<file path="src/rtl/enc_pkg.sv">
`default_nettype none
// ---------------------------------------------------------------------------
// enc_pkg : shared decode constants, channel sizing and event type for the
//           encoder scheduler.
// Rev 1.0
// ---------------------------------------------------------------------------
package enc_pkg;

  localparam int MAX_NCH = 4;
  localparam int CH_W    = 2;

  // Decode key is {old_a, new_a, old_b, new_b}; only one edge per detent counts.
  localparam logic [3:0] KEY_INC_0 = 4'b0100;
  localparam logic [3:0] KEY_INC_1 = 4'b1011;
  localparam logic [3:0] KEY_DEC_0 = 4'b0001;
  localparam logic [3:0] KEY_DEC_1 = 4'b1110;
  localparam logic [3:0] KEY_ERR_0 = 4'b0101;
  localparam logic [3:0] KEY_ERR_1 = 4'b0110;
  localparam logic [3:0] KEY_ERR_2 = 4'b1001;
  localparam logic [3:0] KEY_ERR_3 = 4'b1010;

  typedef enum logic [1:0] {
    EV_NONE = 2'd0,
    EV_INC  = 2'd1,
    EV_DEC  = 2'd2,
    EV_ERR  = 2'd3
  } enc_ev_t;

  function automatic enc_ev_t decode_key(input logic [3:0] key);
    enc_ev_t ev;
    ev = EV_NONE;
    case (key)
      KEY_INC_0, KEY_INC_1:                       ev = EV_INC;
      KEY_DEC_0, KEY_DEC_1:                       ev = EV_DEC;
      KEY_ERR_0, KEY_ERR_1, KEY_ERR_2, KEY_ERR_3: ev = EV_ERR;
      default:                                    ev = EV_NONE;
    endcase
    return ev;
  endfunction

endpackage
`default_nettype wire

</file>
<file path="src/rtl/enc_rr_arbiter.sv">
`default_nettype none
// ---------------------------------------------------------------------------
// enc_rr_arbiter : round-robin arbiter, one grant per cycle, search starts
//                  one past the last granted index.
// Rev 1.0
// ---------------------------------------------------------------------------
module enc_rr_arbiter #(
  parameter int NCH   = 3,
  parameter int IDX_W = 2
) (
  input  logic             clk,
  input  logic             rst,
  input  logic [NCH-1:0]   req,
  output logic [NCH-1:0]   gnt,
  output logic [IDX_W-1:0] gnt_idx,
  output logic             gnt_valid
);

  logic [IDX_W-1:0] last_q, last_d;
  int unsigned      cand;
  logic [IDX_W-1:0] cand_idx;

  always_comb begin
    gnt       = '0;
    gnt_idx   = '0;
    gnt_valid = 1'b0;
    cand      = '0;
    cand_idx  = '0;
    for (int k = 0; k < NCH; k++) begin
      cand = 32'(last_q) + 32'(k) + 32'd1;
      if (cand >= 32'(NCH)) cand = cand - 32'(NCH);
      cand_idx = IDX_W'(cand);
      if (!gnt_valid && req[cand_idx]) begin
        gnt_valid     = 1'b1;
        gnt_idx       = cand_idx;
        gnt[cand_idx] = 1'b1;
      end
    end
    last_d = gnt_valid ? gnt_idx : last_q;
  end

  // Last grant starts at the top index so channel 0 wins first.
  always_ff @(posedge clk or posedge rst) begin
    if (rst) last_q <= IDX_W'(NCH - 1);
    else     last_q <= last_d;
  end

endmodule
`default_nettype wire

</file>
<file path="src/rtl/encoder_scheduler.sv">
`default_nettype none
// ---------------------------------------------------------------------------
// encoder_scheduler : NCH quadrature encoders decoded per channel, pending
//                     events serviced round-robin by one shared adder/saturator.
// Rev 1.0
// ---------------------------------------------------------------------------
module encoder_scheduler
  import enc_pkg::*;
#(
  parameter int NCH = 3,
  parameter int VW  = 8
) (
  input  logic              clk,
  input  logic              reset,
  input  logic [NCH-1:0]    enc_a,
  input  logic [NCH-1:0]    enc_b,
  input  logic              sample_tick,
  input  logic              cfg_we,
  input  logic              cfg_clr,
  input  logic [1:0]        cfg_ch,
  input  logic [3:0]        cfg_step,
  input  logic              cfg_sat,
  output logic [NCH*VW-1:0] values,
  output logic              upd_valid,
  output logic [1:0]        upd_ch,
  output logic [NCH-1:0]    err_flags
);

  localparam int DW = VW + 1;

  logic [NCH-1:0]          pend_vec, dir_vec, sat_vec, gnt_oh;
  logic [NCH-1:0][VW-1:0]  val_vec;
  logic [NCH-1:0][3:0]     step_vec;
  logic [CH_W-1:0]         gnt_idx;
  logic                    gnt_valid;

  logic                    stg_valid_q, stg_valid_d, stg_dec_q, stg_dec_d;
  logic [CH_W-1:0]         stg_ch_q, stg_ch_d;
  logic                    upd_valid_q, upd_valid_d;
  logic [CH_W-1:0]         upd_ch_q, upd_ch_d;
  logic [VW-1:0]           cur_val, new_val;
  logic [3:0]              step_eff;
  logic [DW-1:0]           step_ext, sum, diff;
  logic                    clr_on_gnt, clr_on_stg;

  enc_rr_arbiter #(.NCH(NCH), .IDX_W(CH_W)) u_arb (
    .clk       (clk),
    .rst       (reset),
    .req       (pend_vec),
    .gnt       (gnt_oh),
    .gnt_idx   (gnt_idx),
    .gnt_valid (gnt_valid)
  );

  // Shared datapath: operates on the channel granted in the previous cycle.
  always_comb begin
    cur_val  = val_vec[stg_ch_q];
    step_eff = (step_vec[stg_ch_q] == 4'd0) ? 4'd1 : step_vec[stg_ch_q];
    step_ext = DW'(step_eff);
    sum      = {1'b0, cur_val} + step_ext;
    diff     = {1'b0, cur_val} - step_ext;
    new_val  = stg_dec_q ? diff[VW-1:0] : sum[VW-1:0];
    if (sat_vec[stg_ch_q]) begin
      if (!stg_dec_q && sum[VW]) new_val = '1;
      if (stg_dec_q && diff[VW]) new_val = '0;
    end
  end

  always_comb begin
    clr_on_gnt  = cfg_clr && (cfg_ch == gnt_idx);
    clr_on_stg  = cfg_clr && (cfg_ch == stg_ch_q);
    stg_valid_d = gnt_valid && !clr_on_gnt;
    stg_ch_d    = gnt_valid ? gnt_idx : stg_ch_q;
    stg_dec_d   = gnt_valid ? dir_vec[gnt_idx] : stg_dec_q;
    upd_valid_d = stg_valid_q && !clr_on_stg;
    upd_ch_d    = upd_valid_d ? stg_ch_q : upd_ch_q;
  end

  always_ff @(posedge clk or posedge reset) begin
    if (reset) begin
      stg_valid_q <= 1'b0;
      stg_ch_q    <= '0;
      stg_dec_q   <= 1'b0;
      upd_valid_q <= 1'b0;
      upd_ch_q    <= '0;
    end else begin
      stg_valid_q <= stg_valid_d;
      stg_ch_q    <= stg_ch_d;
      stg_dec_q   <= stg_dec_d;
      upd_valid_q <= upd_valid_d;
      upd_ch_q    <= upd_ch_d;
    end
  end

  for (genvar i = 0; i < NCH; i++) begin : g_ch
    logic [1:0]    sync_a_q, sync_a_d, sync_b_q, sync_b_d;
    logic          smp_a_q, smp_a_d, smp_b_q, smp_b_d;
    logic          pend_q, pend_d, dir_q, dir_d, err_q, err_d, sat_q, sat_d;
    logic [3:0]    step_q, step_d;
    logic [VW-1:0] val_q, val_d;
    logic          sel, is_move, is_dec;
    enc_ev_t       ev;

    always_comb begin
      sel      = (cfg_ch == CH_W'(i));
      sync_a_d = {sync_a_q[0], enc_a[i]};
      sync_b_d = {sync_b_q[0], enc_b[i]};
      smp_a_d  = sample_tick ? sync_a_q[1] : smp_a_q;
      smp_b_d  = sample_tick ? sync_b_q[1] : smp_b_q;
      ev       = sample_tick ? decode_key({smp_a_q, sync_a_q[1], smp_b_q, sync_b_q[1]})
                             : EV_NONE;
      is_move  = (ev == EV_INC) || (ev == EV_DEC);
      is_dec   = (ev == EV_DEC);

      pend_d = pend_q && !gnt_oh[i];
      dir_d  = dir_q;
      err_d  = err_q;
      step_d = step_q;
      sat_d  = sat_q;
      val_d  = val_q;

      if (cfg_we && sel) begin
        step_d = cfg_step;
        sat_d  = cfg_sat;
        err_d  = 1'b0;
      end
      // A slot being granted this cycle is free to take the new event.
      if (is_move) begin
        if (!pend_q || gnt_oh[i]) begin
          pend_d = 1'b1;
          dir_d  = is_dec;
        end else if (dir_q != is_dec) begin
          pend_d = 1'b0;
        end else begin
          err_d  = 1'b1;
        end
      end
      if (ev == EV_ERR) err_d = 1'b1;

      if (stg_valid_q && (stg_ch_q == CH_W'(i))) val_d = new_val;
      if (cfg_clr && sel) begin
        val_d  = '0;
        pend_d = 1'b0;
      end
    end

    always_ff @(posedge clk or posedge reset) begin
      if (reset) begin
        sync_a_q <= '0;
        sync_b_q <= '0;
        smp_a_q  <= 1'b0;
        smp_b_q  <= 1'b0;
        pend_q   <= 1'b0;
        dir_q    <= 1'b0;
        err_q    <= 1'b0;
        sat_q    <= 1'b0;
        step_q   <= 4'd1;
        val_q    <= '0;
      end else begin
        sync_a_q <= sync_a_d;
        sync_b_q <= sync_b_d;
        smp_a_q  <= smp_a_d;
        smp_b_q  <= smp_b_d;
        pend_q   <= pend_d;
        dir_q    <= dir_d;
        err_q    <= err_d;
        sat_q    <= sat_d;
        step_q   <= step_d;
        val_q    <= val_d;
      end
    end

    assign pend_vec[i]  = pend_q;
    assign dir_vec[i]   = dir_q;
    assign sat_vec[i]   = sat_q;
    assign step_vec[i]  = step_q;
    assign val_vec[i]   = val_q;
    assign err_flags[i] = err_q;
  end

  assign values    = val_vec;
  assign upd_valid = upd_valid_q;
  assign upd_ch    = upd_ch_q;

endmodule
`default_nettype wire

</file>
<file path="config.mk">
export PLATFORM = sky130hd
export DESIGN_NAME = encoder_scheduler
export DESIGN_NICKNAME = d
export VERILOG_FILES = /design/src/rtl/enc_pkg.sv /design/src/rtl/enc_rr_arbiter.sv /design/src/rtl/encoder_scheduler.sv
export SDC_FILE = /design/constraint.sdc
export NUM_CORES = 1
export LEC_CHECK = 0
export ABC_AREA = 1
export BUFFER_PORTS_ARGS = -buffer_cell sky130_fd_sc_hd__buf_2
export CAP_MARGIN = 40
export CORE_MARGIN = 3
export CORE_UTILIZATION = 60
export DETAILED_ROUTE_END_ITERATION = 8
export GPL_TIMING_DRIVEN = 0
export PLACE_DENSITY = 0.78
export SKIP_LAST_GASP = 1
export SLEW_MARGIN = 20
export SYNTH_ARGS = -nofsm -noshare
export SYNTH_HDL_FRONTEND = slang
export SYNTH_SLANG_ARGS = --single-unit
</file>
<file path="constraint.sdc">
create_clock -name clk -period 7.35 [get_ports clk]
set_clock_uncertainty 0.15 [all_clocks]
set_input_delay 0.735 -clock clk [delete_from_list [all_inputs] [get_ports clk]]
set_output_delay 0.735 -clock clk [all_outputs]
set_load 0.005 [all_outputs]
</file>
Yosys cells after proc, flatten, opt, wreduce, memory -nomap -nowiden

Memories as Yosys holds them, arrays and structs flattened.
Cells that the tools add are included.

Reductions and logical operators: 49
$add $sub $neg: 9
Muxes and demuxes: 73
Eq/ne operators: 18
Bitwise gates (word level): 2
Magnitude comparators: 11

Operators by type and width:

| kind                                                                                 | count |
|---|---|
| 8-bit 2-to-1 mux                                                                     | 11 |
| 32-bit by 2-bit greater-or-equal comparator with 1-bit output, second input constant | 2 |
| 1-bit 2-to-1 mux                                                                     | 38 |
| 1-bit logical AND                                                                    | 23 |
| 2-bit 2-to-1 mux                                                                     | 9 |
| 8-bit binary-select mux with 2-bit select                                            | 1 |
| 2-bit equality test, second input constant                                           | 8 |
| 2-bit by 3-bit < comparator with 1-bit output, second input constant                 | 5 |
| 1-bit zero test                                                                      | 11 |
| 1-bit binary-select mux with 2-bit select                                            | 5 |
| 2-bit by 1-bit equality test with 1-bit output, second input constant                | 5 |
| 8-bit by 4-bit adder with 9-bit output                                               | 1 |
| 3-bit 2-to-1 mux                                                                     | 3 |
| 8-bit by 4-bit subtractor with 9-bit output                                          | 1 |
| 3-bit by 1-bit adder with 4-bit output, second input constant                        | 2 |
| 4-bit binary-select mux with 2-bit select                                            | 1 |
| 4-bit 2-to-1 mux                                                                     | 2 |
| 1-bit demux with 2-bit select                                                        | 3 |
| 2-bit by 1-bit greater-or-equal comparator with 1-bit output, second input constant  | 3 |
| 1-bit logical OR                                                                     | 6 |
| 3-bit bitwise OR                                                                     | 2 |
| 2-bit AND reduction                                                                  | 3 |
| 2-bit nonzero test                                                                   | 3 |
| 2-bit subtractor, second input constant                                              | 3 |
| 7 further kinds                                                                      | 11 |

Register bits: 75
Bits of input ports: 18
Output and inout bits: 30
Memories kept: 3
Memory bits (read-only): 96

Memory list:

| memory          | words | bits a word | rd ports | clocked after memory_dff | wr ports | line          | RTL |
|---|---|---|---|---|---|---|---|
| (no name shown) | 16    | 2           | 1        | 0                        | 0        | enc_pkg.sv:32 | `case (key)` |
| (no name shown) | 16    | 2           | 1        | 0                        | 0        | enc_pkg.sv:32 |  |
| (no name shown) | 16    | 2           | 1        | 0                        | 0        | enc_pkg.sv:32 |  |

Longest topological paths before layout

Gate-level depths: netlist of the first run.

Depth in word-level cells: 18
Depth in mapped cells: 21
Mapped depth without buffers: 19

Hierarchy

From an unflattened synthesis of the first run, not the netlist that was laid out.

Cells, all modules: 591
Area total of the unflattened synthesis: 4566.9 µm²

By module, submodules not included:

| module            | area an instance (µm²) | cells an instance | times used |
|---|---|---|---|
| encoder_scheduler | 4091.4                 | 515               | 1 |
| enc_rr_arbiter    | 475.5                  | 76                | 1 |

Least setup slack after synthesis of the first run

No wires, ideal clock.

Path kind: reg-to-reg
Start: reg stg_ch_q[0]
End: reg g_ch[0].val_q[4]
Required time: 7.077 ns
Library setup time: 0.123 ns
Period minus slack after synthesis: 3.155 ns
Path buffers: 2
Arrival: 2.882 ns
Path slack: 4.195 ns
Stages on the path, launching flop included: 18
Cell sequence: dfrtp_1 > buf_6 > inv_4 > nor2_2 > buf_6 > a221oi_1 > nand3_1 > nand4_1 > ha_1 > inv_1 > fa_1 > nand3b_1 > nand2_1 > o21ai_0 > xor2_1 > nand2_2 > nand2_2 > o21ai_1

Word-level cells in the longest chain between the ends: 11
Elaborated cells between the ends (all ways): 21
Classes of those cells: add/sub (2); mux (13); reduce/logical (6)

Ends and longest elaborated chain:

| what                                                                                                         | line                                             | RTL |
|---|---|---|
| from (decl)                                                                                                  | encoder_scheduler.sv:38                          | `logic [CH_W-1:0] stg_ch_q, stg_ch_d;` |
| from (signal assigned)                                                                                       | encoder_scheduler.sv:88                          | `stg_ch_q <= stg_ch_d;` |
| 4-bit binary-select mux with 2-bit select                                                                    | encoder_scheduler.sv:58                          | `step_eff = (step_vec[stg_ch_q] == 4'd0) ? 4'd1 : step_vec[stg_ch_q];` |
| 4-bit 2-to-1 mux (implied by the code)                                                                       | encoder_scheduler.sv:58                          |  |
| 4-bit zero test                                                                                              | encoder_scheduler.sv:58                          |  |
| 4-bit 2-to-1 mux                                                                                             | encoder_scheduler.sv:58                          |  |
| 8-bit by 4-bit adder with 9-bit output / 8-bit by 4-bit subtractor with 9-bit output (equally long branches) | encoder_scheduler.sv:60, encoder_scheduler.sv:61 |  |
| 8-bit 2-to-1 mux / 1-bit logical AND (equally long branches)                                                 | encoder_scheduler.sv:62, encoder_scheduler.sv:64 |  |
| 8-bit 2-to-1 mux                                                                                             | encoder_scheduler.sv:64                          | `if (!stg_dec_q && sum[VW]) new_val = '1;` |
| 8-bit 2-to-1 mux                                                                                             | encoder_scheduler.sv:65                          | `if (stg_dec_q && diff[VW]) new_val = '0;` |
| 8-bit 2-to-1 mux                                                                                             | encoder_scheduler.sv:63                          | `if (sat_vec[stg_ch_q]) begin` |
| 8-bit 2-to-1 mux                                                                                             | encoder_scheduler.sv:140                         | `if (stg_valid_q && (stg_ch_q == CH_W'(i))) val_d = new_val;` |
| 8-bit 2-to-1 mux                                                                                             | encoder_scheduler.sv:141                         | `if (cfg_clr && sel) begin` |
| to (signal assigned)                                                                                         | encoder_scheduler.sv:169                         | `val_q <= val_d;` |
| to (decl)                                                                                                    | encoder_scheduler.sv:100                         | `logic [VW-1:0] val_q, val_d;` |

Several ways; a longest one is shown, not always the timed one. The select of a mux whose other input is x is not followed.
A chain may end at the register's enable or synchronous reset.

Worst setup path in the final report of the first run

Start: reg stg_ch_q[0]
End: reg g_ch[0].val_q[2]

The elaborated chain is that of the path after synthesis.

==> metrics.yaml, run 1 <==
place_hpwl_um: 7710
cp-startpoint: "stg_ch_q[0]"
cts.htree.levels: 3
cts.clk_slew.worst_paths_ns: 0.08
antenna_violations_before_repair: 0
port-buffer-count: 47
global_route_usage_over_all_layers_pct: 26.3
maxClockFrequency_ghz: 0.265
synth.distinct_cells: 42
worstReg2RegStart: "stg_ch_q[0]"
initial_core_util_pct: 63.8
leading_post_synthesis_cells_by_cell_area: "dfrtp_1 (39%), nand2_1 (12%), ha_1 (8.7%), inv_1 (7.0%), nand3_1 (4.7%)"
dr.pass1.iters: 5
critical_path_class: "reg -> reg"
ys_dominant_reg_cell: "dfrtp_1"
crit_path_start_kind: "flip-flop"
gp_congestion: 0.937
post_synth_instance_area_mm2: 0.00445
count_of_flip_flops_with_a_built_in_enable_after_synthesis: 0
synth_top_area_share_pct: 39.3
run_status: "complete, no violations"
cts_root_buffer: "clkbuf_8"
report.final.slew_viol_count: 0
drive_gt1_share_pct: 17.5
finalWorstPathRequiredPeriod_ns: 3.77
end_kind: "flip-flop"
remaining_global_route_overflow: 0
ys_ff_latch: 74
design.final.nets: 664
pre_cts_slack_ns: 3.61
power.leakage_nw: 2.79
yosys_warnings: 0
required_time_of_the_worst_setup_path_ns: 7.46
wl_per_cell_um: 14.6
cts.path.max_buffers: 2
synthMostInstantiatedCell: "nand2_1"
grt_start_max_net_pins: 44
yosys.area.top_type: "dfrtp_1"
remaining_drc_errors: 0
slew_headroom_pct: 48.4
ctsHoldBuffers: 0
finalWorstSetupSlack_ns: 3.58
ant_nets: 0
critical_path.max_fanout: 10
setup.reg_to_reg.worst_slack_ns: 3.58
rsz0062_at_grt: "false"
synth_fp_nets: 605
netlist_top_cells_count: "nand2_1 (144), inv_1 (83), dfrtp_1 (70), nand3_1 (42), o21ai_0 (38)"
hold_class: "reg -> reg"
core_area_mm2: 0.00698
tritoncts: "yes"
period_share_pct: 51.3
post-cts-setup-buffers: 0
worst_ir_drop_vdd_uv: 201
totalNegativeSetupSlack_ns: 0
die_area_mm2: 0.00849
clock_latency_of_the_later_clocked_register_in_the_worst_skew_pair_ns: 0.35
via_count: 3894
final-setup-viol-count: 0
synth-seq-area-share_pct: 41.7
cts_resized: 0
fin_worst_hold_slack_ns: 0.200
p_per_area_mw_per_mm2: 461
hold_start: "g_ch[2].sync_a_q[0]"
rows: 30
die_height_um: 92.2
drv.max_cap_violation_count: 0
asyncSetResetFlopFracSynth_pct: 100
grt_first_pass_wirelength_um: 17700
via_per_inst: 5.45
wirelength_um: 10400
drt_iter0_drc: 230
clock-sinks: 74
timing_worst_slew_pin_value_ns: 0.774
finalHoldViolations: 0
synthesized_area_divided_by_synthesized_cell_count_um2: 8.04
antennaDiodeCount: 0
grt_pass1_vias: 3771
nFillCells: 557
tritoncts.num_buffers: 9
timing.critical_path.arrival_ns: 3.88
ioPinCount: 48
syn2layout_area_growth_pct: 13.1
floorplan.die.width_um: 92.2
synth_cells: 554
==> layer usage <==
| metal | vias to the layer above | share of wire (%) | global-route usage [%] |
|---|---|---|---|
| met5 | - | 0 | 0 |
| met4 | 0 | 2.1 | 9.90 |
| met3 | 23 | 7.0 | 5.66 |
| met2 | 165 | 46 | 40.8 |
| met1 | 1818 | 45 | 36.3 |
| li1 | 1888 | - | - |
==> path summary, 6_finish.rpt <==
kind,end,cells after the start
max in group asynchronous,g_ch[2].step_q[0],3
min in group asynchronous,g_ch[0].err_q,2
hold / removal,g_ch[2].sync_a_q[1],0
hold reg to reg,g_ch[2].sync_a_q[1],0
setup / recovery,g_ch[0].val_q[2],17
setup reg to reg,g_ch[0].val_q[2],17
==> per-stage QoR <==
step	area, µm²	std cells	util (%)	power [W]
finish	5030	714	72.1	0.00232
global route	5030	714	72.1	0.00253
floorplan	4450	554	-	0.00163
CTS	5030	714	72.1	0.00230
detailed placement	4830	698	69.2	0.00196
global placement	4810	697	68.9	0.00193
==> state kept, by name, summed over array words and instances, names as in the netlist <==
name and flops:
g_ch.val_q 24, g_ch.step_q 12, upd_ch 2, g_ch.sync_b_q 6, g_ch.dir_q 3, stg_valid_q 1, stg_dec_q 1, stg_ch_q 2
g_ch.sync_a_q 6, g_ch.pend_q 3, g_ch.smp_b_q 3, g_ch.sat_q 3, g_ch.smp_a_q 3, u_arb.last_q 1, g_ch.err_q 3, upd_valid 1
==> cells in the final DEF (no fill, tap or decap), drive strengths merged <==
cell      instances
dfrtp            70
nor2             35
o31ai             2
bufinv            1
buf              55
nand4             6
a31oi             1
xor2              6
a221oi            5
ha               31
o21a              3
nand3            46
o21ai            47
inv              87
a311oi            1
a22oi             2
nand2           157
nor3              2
clkbuf           16
o22ai             4
a21oi            23
o211ai            4
clkinvlp          1
o221ai            1
nand3b            1
fa                2
xnor2             1
dfstp             4
clkinv            3
o21bai            1
==> report_power, final <==
group / switching [W] / internal (W)
Combinational: 0.000905 / 0.000483
Clock: 0.000151 / 0.000174
Sequential: 0.0000803 / 0.000525
==> kinds of logic after synthesis <==
group | count (synthesis) | synth area share, %
and+or+nand+nor | 247 | 25.3
buffers and inverters | 99 | 9.33
AOI/OAI and AO/OA | 94 | 12.7
DFF | 74 | 41.7
adders and majority gates | 33 | 9.61
xor gates and xnor gates | 7 | 1.38
==> critical path, cell delays in order (launching register included) <==
cell and delay [ns]:
dfrtp_1 0.40, buf_6 0.19, inv_4 0.08, nand2_2 0.12, inv_2 0.06, buf_6 0.15
a221oi_1 0.67, nand3_1 0.17, nand4_1 0.14, ha_1 0.19, inv_1 0.06, fa_1 0.38
nand3b_1 0.16, nand2_1 0.16, nand4_4 0.23, nand2_2 0.12, nand2_2 0.08, o21ai_1 0.15
==> cell type report <==
| cell class | count | area [µm²] | share of cell area [%] |
|---|---|---|---|
| Buffer | 12 | 86.3 | 1.71 |
| Multi-Input combinational cell | 381 | 2180 | 43.3 |
| Clock buffer | 11 | 151 | 3.01 |
| Tap cell | 96 | 120 | 2.39 |
| Timing Repair Buffer | 48 | 255 | 5.07 |
| Inverter | 87 | 332 | 6.59 |
| Clock inverter | 5 | 52.6 | 1.04 |
| Sequential cell | 74 | 1860 | 36.9 |
Note: power is estimated with default switching activity, not from simulation.
==> run 2, diff against run 1 <==
--- a/config.mk
+++ b/config.mk
@@ -9,10 +9,10 @@
 export BUFFER_PORTS_ARGS = -buffer_cell sky130_fd_sc_hd__buf_2
 export CAP_MARGIN = 40
 export CORE_MARGIN = 3
-export CORE_UTILIZATION = 60
+export CORE_UTILIZATION = 59
 export DETAILED_ROUTE_END_ITERATION = 8
 export GPL_TIMING_DRIVEN = 0
-export PLACE_DENSITY = 0.78
+export PLACE_DENSITY = 0.77
 export SKIP_LAST_GASP = 1
 export SLEW_MARGIN = 20
 export SYNTH_ARGS = -nofsm -noshare
==> constraint.sdc (replaced) <==
create_clock -name clk -period 3.6 [get_ports clk]
set_clock_uncertainty 0.15 [all_clocks]
set_input_delay 0.36 -clock clk [delete_from_list [all_inputs] [get_ports clk]]
set_output_delay 0.36 -clock clk [all_outputs]
set_load 0.005 [all_outputs]
==> metrics.yaml, run 2 (synthesis gave the netlist of run 1 again) <==
run_status: "complete, no violations"
place_hpwl_um: 7820  # +1.4%
p_sw_share_pct: 47.6  # -1.5 points
cts.htree.levels: 3  # unchanged
maxClockFrequency_ghz: 0.297  # +12%
dr.pass1.iters: 5  # unchanged
critical_path_class: "reg -> reg"
grt_start_max_net_pins: 40  # -9.1%
p_per_area_mw_per_mm2: 946  # +110%
net-switching-power_w: 0.00235  # +110%
port-buffer-count: 47  # unchanged
via_count: 3918  # +0.62%
gp_congestion: 0.896  # -4.3%
fin_worst_hold_slack_ns: 0.125  # -0.0747 ns
finalWorstPathRequiredPeriod_ns: 3.37  # -0.403 ns
design.final.nets: 673  # +1.4%
syn2layout_area_growth_pct: 17.2
registers.top_by_ff_count: "g_ch.val_q"
slew_headroom_pct: 68.5  # +20 points
clk_pwr_share_pct: 15.9  # +1.9 points
ant_nets: 0  # unchanged
via_per_inst: 5.40  # -1.0%
hold_start: "cfg_step[0]"
core_area_mm2: 0.00729  # +4.4%
share_seq_of_total_power_pct: 25.4  # -0.7 points
worstReg2RegStart: "stg_ch_q[0]"
cts.clk_slew.worst_paths_ns: 0.07  # about the same
wl_per_cell_um: 14.3  # -2.0%
ioPinCount: 48  # unchanged
setup.reg_to_reg.worst_slack_ns: 0.23  # -3.35 ns
timing.critical_path.arrival_ns: 3.48  # -0.40 ns
layout_top_registers: "g_ch.val_q (24), g_ch.step_q (12)"
required_time_of_the_worst_setup_path_ns: 3.72  # -3.74 ns
die_area_mm2: 0.00863  # +1.6%
die_height_um: 92.9  # +0.79%
global_route_usage_over_all_layers_pct: 25.5  # -0.82 points
floorplan.die.width_um: 92.9  # +0.79%
clock-sinks: 74  # unchanged
cp-startpoint: "stg_ch_q[0]"
remaining_global_route_overflow: 0  # unchanged
period_share_pct: 93.6  # +42 points
rows: 31  # +3.3%
drt_iter0_drc: 259  # +13%
finalPower_w: 0.00493  # +110%
drv.max_cap_violation_count: 0  # unchanged
layout.cells.most_common_list: "nand2_1 (143), inv_1 (82), dfrtp_1 (70), buf_2 (47), nand3_1 (42)"
layout_commonest_cell: "nand2_1"
report.final.slew_viol_count: 0  # unchanged
antennaDiodeCount: 0  # unchanged
cell_internal_pwr_w: 0.00259  # +120%
pre_cts_slack_ns: 0.00644  # -3.61 ns
grt_first_pass_wirelength_um: 17400  # -1.5%
critical_path.reg2reg.endpoint: "g_ch[2].val_q[1]"
initial_core_util_pct: 61.1  # -2.7 points
hold_class: "in -> reg"
tritoncts: "yes"
cts.path.max_buffers: 2  # unchanged
nFillCells: 599  # +7.5%
clock_latency_of_the_later_clocked_register_in_the_worst_skew_pair_ns: 0.35  # about the same
worst_ir_drop_vdd_uv: 433  # +120%
remaining_drc_errors: 0  # unchanged
timing_worst_slew_pin_value_ns: 0.473  # -0.301 ns
end_kind: "flip-flop"
wirelength_um: 10400  # -0.39%
share_comb_of_total_power_pct: 58.7  # -1.2 points
cell_depth_of_the_worst_hold_path: 3  # +3
number_of_flip_flops_in_the_largest_register: 24  # unchanged
tritoncts.num_buffers: 9  # unchanged
power.leakage_nw: 2.85  # +2.2%
finalHoldViolations: 0  # unchanged
crit_path_start_kind: "flip-flop"
drive_gt1_share_pct: 18.0  # +0.55 points
hold-path-endpoint: "g_ch[2].step_q[0]"
utilization_pct: 71.6  # -0.55 points
cts_root_buffer: "clkbuf_8"
reg2regPathDepth: 16  # -1
antenna_violations_before_repair: 0  # unchanged
final-setup-viol-count: 0  # unchanged
finalWorstSetupSlack_ns: 0.231  # -3.35 ns
grt_pass1_vias: 3693  # -2.1%
critical_path.max_fanout: 10  # unchanged
run 2: final cells by class:
type | count | area, µm² | area share, %
Buffer | 12 | 86.3 | 1.65
Clock buffer | 11 | 141 | 2.71
Clock inverter | 5 | 103 | 1.97
Inverter | 87 | 332 | 6.35
Multi-Input combinational cell | 381 | 2240 | 42.8
Sequential cell | 74 | 1860 | 35.6
Tap cell | 99 | 124 | 2.37
Timing Repair Buffer | 57 | 340 | 6.52
run 2: power by group through the flow:
stage	Sequential [W]	Clock [W]	Combinational, W
2_1_floorplan	0.00122	0	0.00210
3_3_place_gp	0.00125	0	0.00269
5_1_grt	0.00128	0.000835	0.00327
4_1_cts	0.00124	0.000797	0.00280
3_5_place_dp	0.00126	0	0.00277
6_report	0.00125	0.000785	0.00290
run 2: stage by stage:
stage	instance area [µm²]	setup TNS, ns	instances
finish	5220	0	726
CTS	5150	0	724
global placement	4810	0	700
global route	5220	-0.00464	726
floorplan	4450	0	554
detailed placement	4830	0	701
run 2: layer usage:
metal	part of all wire, %	track usage (%)	routed length (µm)	vias up
met3	7.5	6.09	784	14
met1	44	34.6	4540	1831
met5	0	0	0	-
met4	1.3	6.11	137	0
li1	-	-	-	1922
met2	47	41.3	4930	151
run 2: worst max path at each step:
stage,endpoint,cells after the start
finish,g_ch[2].val_q[1],16
detailed placement,g_ch[1].val_q[4],18
global placement,g_ch[1].val_q[0],16
global route,g_ch[1].val_q[4],18
CTS,g_ch[0].val_q[0],17
floorplan,g_ch[0].val_q[4],17
run 2: repair_timing:
action | 4_1_cts | 5_1_grt
pin swaps | 0 | 1
gates resized for setup | 1 | 6
setup buffers | 0 | 2
hold endpoints to repair | 38 | 0
hold buffers | 7 | 0
setup endpoints to repair | 7 | 24
cloned | 0 | 0
run 2: critical path: stages (launching register included):
cell      delay, ns
dfrtp_1        0.41
buf_6          0.16
inv_4          0.12
nor2_2         0.08
buf_6          0.18
a221oi_4       0.35
nand3_1        0.14
nand4_1        0.14
ha_1           0.20
inv_1          0.06
fa_1           0.40
nand3b_1       0.18
nand2_1        0.16
nand4_4        0.23
nand2_2        0.12
nand2_2        0.06
o21ai_1        0.16
==> run 3, diff against run 2 <==
--- a/config.mk
+++ b/config.mk
@@ -8,8 +8,10 @@
 export ABC_AREA = 1
 export BUFFER_PORTS_ARGS = -buffer_cell sky130_fd_sc_hd__buf_2
 export CAP_MARGIN = 40
+export CELL_PAD_IN_SITES_DETAIL_PLACEMENT = 1
+export CELL_PAD_IN_SITES_GLOBAL_PLACEMENT = 2
 export CORE_MARGIN = 3
-export CORE_UTILIZATION = 59
+export CORE_UTILIZATION = 35
 export DETAILED_ROUTE_END_ITERATION = 8
 export GPL_TIMING_DRIVEN = 0
 export PLACE_DENSITY = 0.77
==> metrics.yaml, run 3 (synthesis gave the netlist of run 1 again) <==
share_comb_of_total_power_pct: 56.6  # -2.1 points
grt_pass1_vias: 4225  # +14%
placed_cells: 770  # +9.8%
critical_path.reg2reg.endpoint: "g_ch[1].val_q[5]"
clock-sinks: 74  # unchanged
clock_latency_of_the_later_clocked_register_in_the_worst_skew_pair_ns: 0.34  # about the same
worst_ir_drop_vdd_uv: 370  # -15%
required_time_of_the_worst_setup_path_ns: 3.72  # about the same
critical_path_class: "reg -> reg"
wirelength_um: 12700  # +23%
critical-path-slowest-cell: "dfrtp_1"
cts.htree.levels: 3  # unchanged
multiInputGateArea_mm2: 0.00224  # unchanged
die_height_um: 119  # +28%
timing.critical_path.arrival_ns: 3.42  # -0.06 ns
p_sw_share_pct: 47.2  # -0.34 points
design.final.nets: 674  # +0.15%
tritoncts.num_buffers: 9  # unchanged
port-buffer-count: 47  # unchanged
syn2layout_area_growth_pct: 21.7
drt_iter0_drc: 124  # -52%
cts.path.max_buffers: 2  # unchanged
met2WireLength_um: 6120  # +24%
cts_root_buffer: "clkbuf_16"
final-setup-viol-count: 0  # unchanged
dr.pass1.iters: 4  # -1
grt_start_max_net_pins: 53  # +33%
gp_congestion: 0.780  # -13%
hold_class: "in -> reg"
finalWorstPathRequiredPeriod_ns: 3.30  # -0.0717 ns
registers.top_by_ff_count: "g_ch.val_q"
global_route_usage_over_all_layers_pct: 18.6  # -6.9 points
slew_headroom_pct: 63.3  # -5.1 points
antenna_violations_before_repair: 0  # unchanged
drv.max_cap_violation_count: 0  # unchanged
maxClockFrequency_ghz: 0.303  # +2.2%
setup.reg_to_reg.worst_slack_ns: 0.30  # +0.07 ns
reg2regPathDepth: 17  # +1
met1_length_um: 5970  # +32%
cell_internal_pwr_w: 0.00280  # +8.0%
top_layer_used: "met4"
met3_length_um: 438  # -44%
core_area_mm2: 0.0122  # +67%
net-switching-power_w: 0.00250  # +6.6%
die_area_mm2: 0.0141  # +64%
rows: 40  # +29%
critical_path_buf_inv_count: 5  # +1
worstReg2RegStart: "stg_ch_q[0]"
layout_top_registers: "g_ch.val_q (24), g_ch.step_q (12)"
nFillCells: 1522  # +150%
critical_path.max_fanout: 10  # unchanged
crit_path_start_kind: "flip-flop"
layout.cells.most_common_list: "nand2_1 (143), inv_1 (82), dfrtp_1 (70), buf_2 (47), nand3_1 (42)"
stdcell_count: 796  # +9.6%
grt_first_pass_wirelength_um: 21100  # +21%
via_per_inst: 4.88  # -9.5%
remaining_global_route_overflow: 0  # unchanged
via_count: 3887  # -0.79%
antennaDiodeCount: 0  # unchanged
timing_worst_slew_pin_value_ns: 0.550  # +0.0769 ns
remaining_drc_errors: 0  # unchanged
ant_nets: 0  # unchanged
finalHoldViolations: 0  # unchanged
report.final.slew_viol_count: 0  # unchanged
share_seq_of_total_power_pct: 23.7  # -1.7 points
end_kind: "flip-flop"
number_of_flip_flops_in_the_largest_register: 24  # unchanged
wl_per_cell_um: 16.0  # +12%
run_status: "complete, no violations"
critical_path.cell_chain: "buf_6 -> inv_4 -> nand2_2 -> inv_2 -> buf_6 -> a221oi_4 -> nand3_1 -> nand4_1 -> ha_1 -> inv_1 -> fa_1 -> nand3b_1 -> nand2_2 -> nand4_4 -> nand3_2 -> nand3_1 -> nand2_1"
drive_gt1_share_pct: 18.2  # +0.13 points
crit_path_max_incr_delay_ns: 0.39  # -0.02 ns
ioPinCount: 48  # unchanged
layout_commonest_cell: "nand2_1"
cpLargestDelayFamily: "simple AND/OR/NAND/NOR gates"
clk_pwr_share_pct: 19.6  # +3.7 points
utilization_pct: 44.4  # -27 points
seqCellArea_mm2: 0.00186  # unchanged
hold-path-endpoint: "g_ch[1].step_q[0]"
floorplan.die.width_um: 119  # +28%
cp-startpoint: "stg_ch_q[0]"
rsz0062_at_grt: "false"
initial_core_util_pct: 36.5  # -25 points
tritoncts: "yes"
place_hpwl_um: 9730  # +24%
cell_depth_of_the_worst_hold_path: 3  # unchanged
p_per_area_mw_per_mm2: 977  # +3.4%
cts.clk_slew.worst_paths_ns: 0.06  # about the same
period_share_pct: 91.6  # -2.0 points
power.leakage_nw: 2.90  # +1.8%
hold_start: "cfg_step[0]"
run 3: cell count changes in the layout (fill, tap and decap cells not counted):
cell	delta
clkbuf_8	-10
buf_12	-1
clkbuf_16	+9
buf_4	+1
buf_16	+1
clkinv_4	+2
clkinv_2	-1
run 3: worst reg2reg max path: stages (launching register included):
cell,delay (ns)
dfrtp_1,0.39
buf_6,0.18
inv_4,0.08
nand2_2,0.12
inv_2,0.07
buf_6,0.16
a221oi_4,0.30
nand3_1,0.11
nand4_1,0.12
ha_1,0.19
inv_1,0.06
fa_1,0.39
nand3b_1,0.20
nand2_2,0.14
nand4_4,0.20
nand3_2,0.18
nand3_1,0.11
nand2_1,0.10
run 3: final cells by class:
type | instances | area share, %
tap | 168 | 3.88
clock inverter | 6 | 2.12
clock buffer | 10 | 4.22
inverter | 87 | 6.12
buffer | 12 | 1.59
timing repair buffer | 58 | 6.56
multi-input combinational | 381 | 41.3
sequential | 74 | 34.3
run 3: power by group through the flow:
stage | logic (W) | clock network (W) | registers (W)
6_report | 0.00300 | 0.00104 | 0.00126
5_1_grt | 0.00342 | 0.00109 | 0.00129
4_1_cts | 0.00297 | 0.00106 | 0.00126
3_5_place_dp | 0.00292 | 0 | 0.00127
3_3_place_gp | 0.00286 | 0 | 0.00126
2_1_floorplan | 0.00210 | 0 | 0.00122
run 3: worst max path at each step:
| stage | to | slack, ns | cells past startpoint |
|---|---|---|---|
| after detailed placement | g_ch[1].val_q[0] | -0.15 | 17 |
| after global routing | g_ch[2].val_q[1] | 0.0004 | 17 |
| after floorplan | g_ch[0].val_q[4] | 0.44 | 17 |
| after CTS | g_ch[1].val_q[0] | 0.05 | 17 |
| after global placement | g_ch[1].val_q[0] | -0.09 | 17 |
| final | g_ch[1].val_q[5] | 0.30 | 17 |
run 3: through the flow:
step | power (W) | instance area [µm²] | TNS [ns] | setup WS (ns) | hold WS (ns)
after floorplan | 0.00332 | 4450 | 0 | 0.445 | 0.181
after global placement | 0.00411 | 4900 | -1.34 | -0.0940 | 0.185
after detailed placement | 0.00419 | 4930 | -2.93 | -0.150 | 0.189
after CTS | 0.00529 | 5360 | 0 | 0.0525 | 0.115
after global routing | 0.00580 | 5420 | 0 | 0.000401 | 0.169
final | 0.00530 | 5420 | 0 | 0.303 | 0.129
run 3: layer usage:
| layer | vias to the layer above | track usage, % |
|---|---|---|
| met5 | - | 0 |
| li1 | 1916 | - |
| met1 | 1885 | 24.4 |
| met3 | 18 | 3.64 |
| met4 | 0 | 5.36 |
| met2 | 68 | 31.0 |
run 3: what timing repair did:
action,CTS,global route
endpoints found under the hold margin,28,0
buffers inserted,0,3
pin swaps,0,4
endpoints found under the setup margin,24,24
resized for setup,3,4
hold buffers,7,0
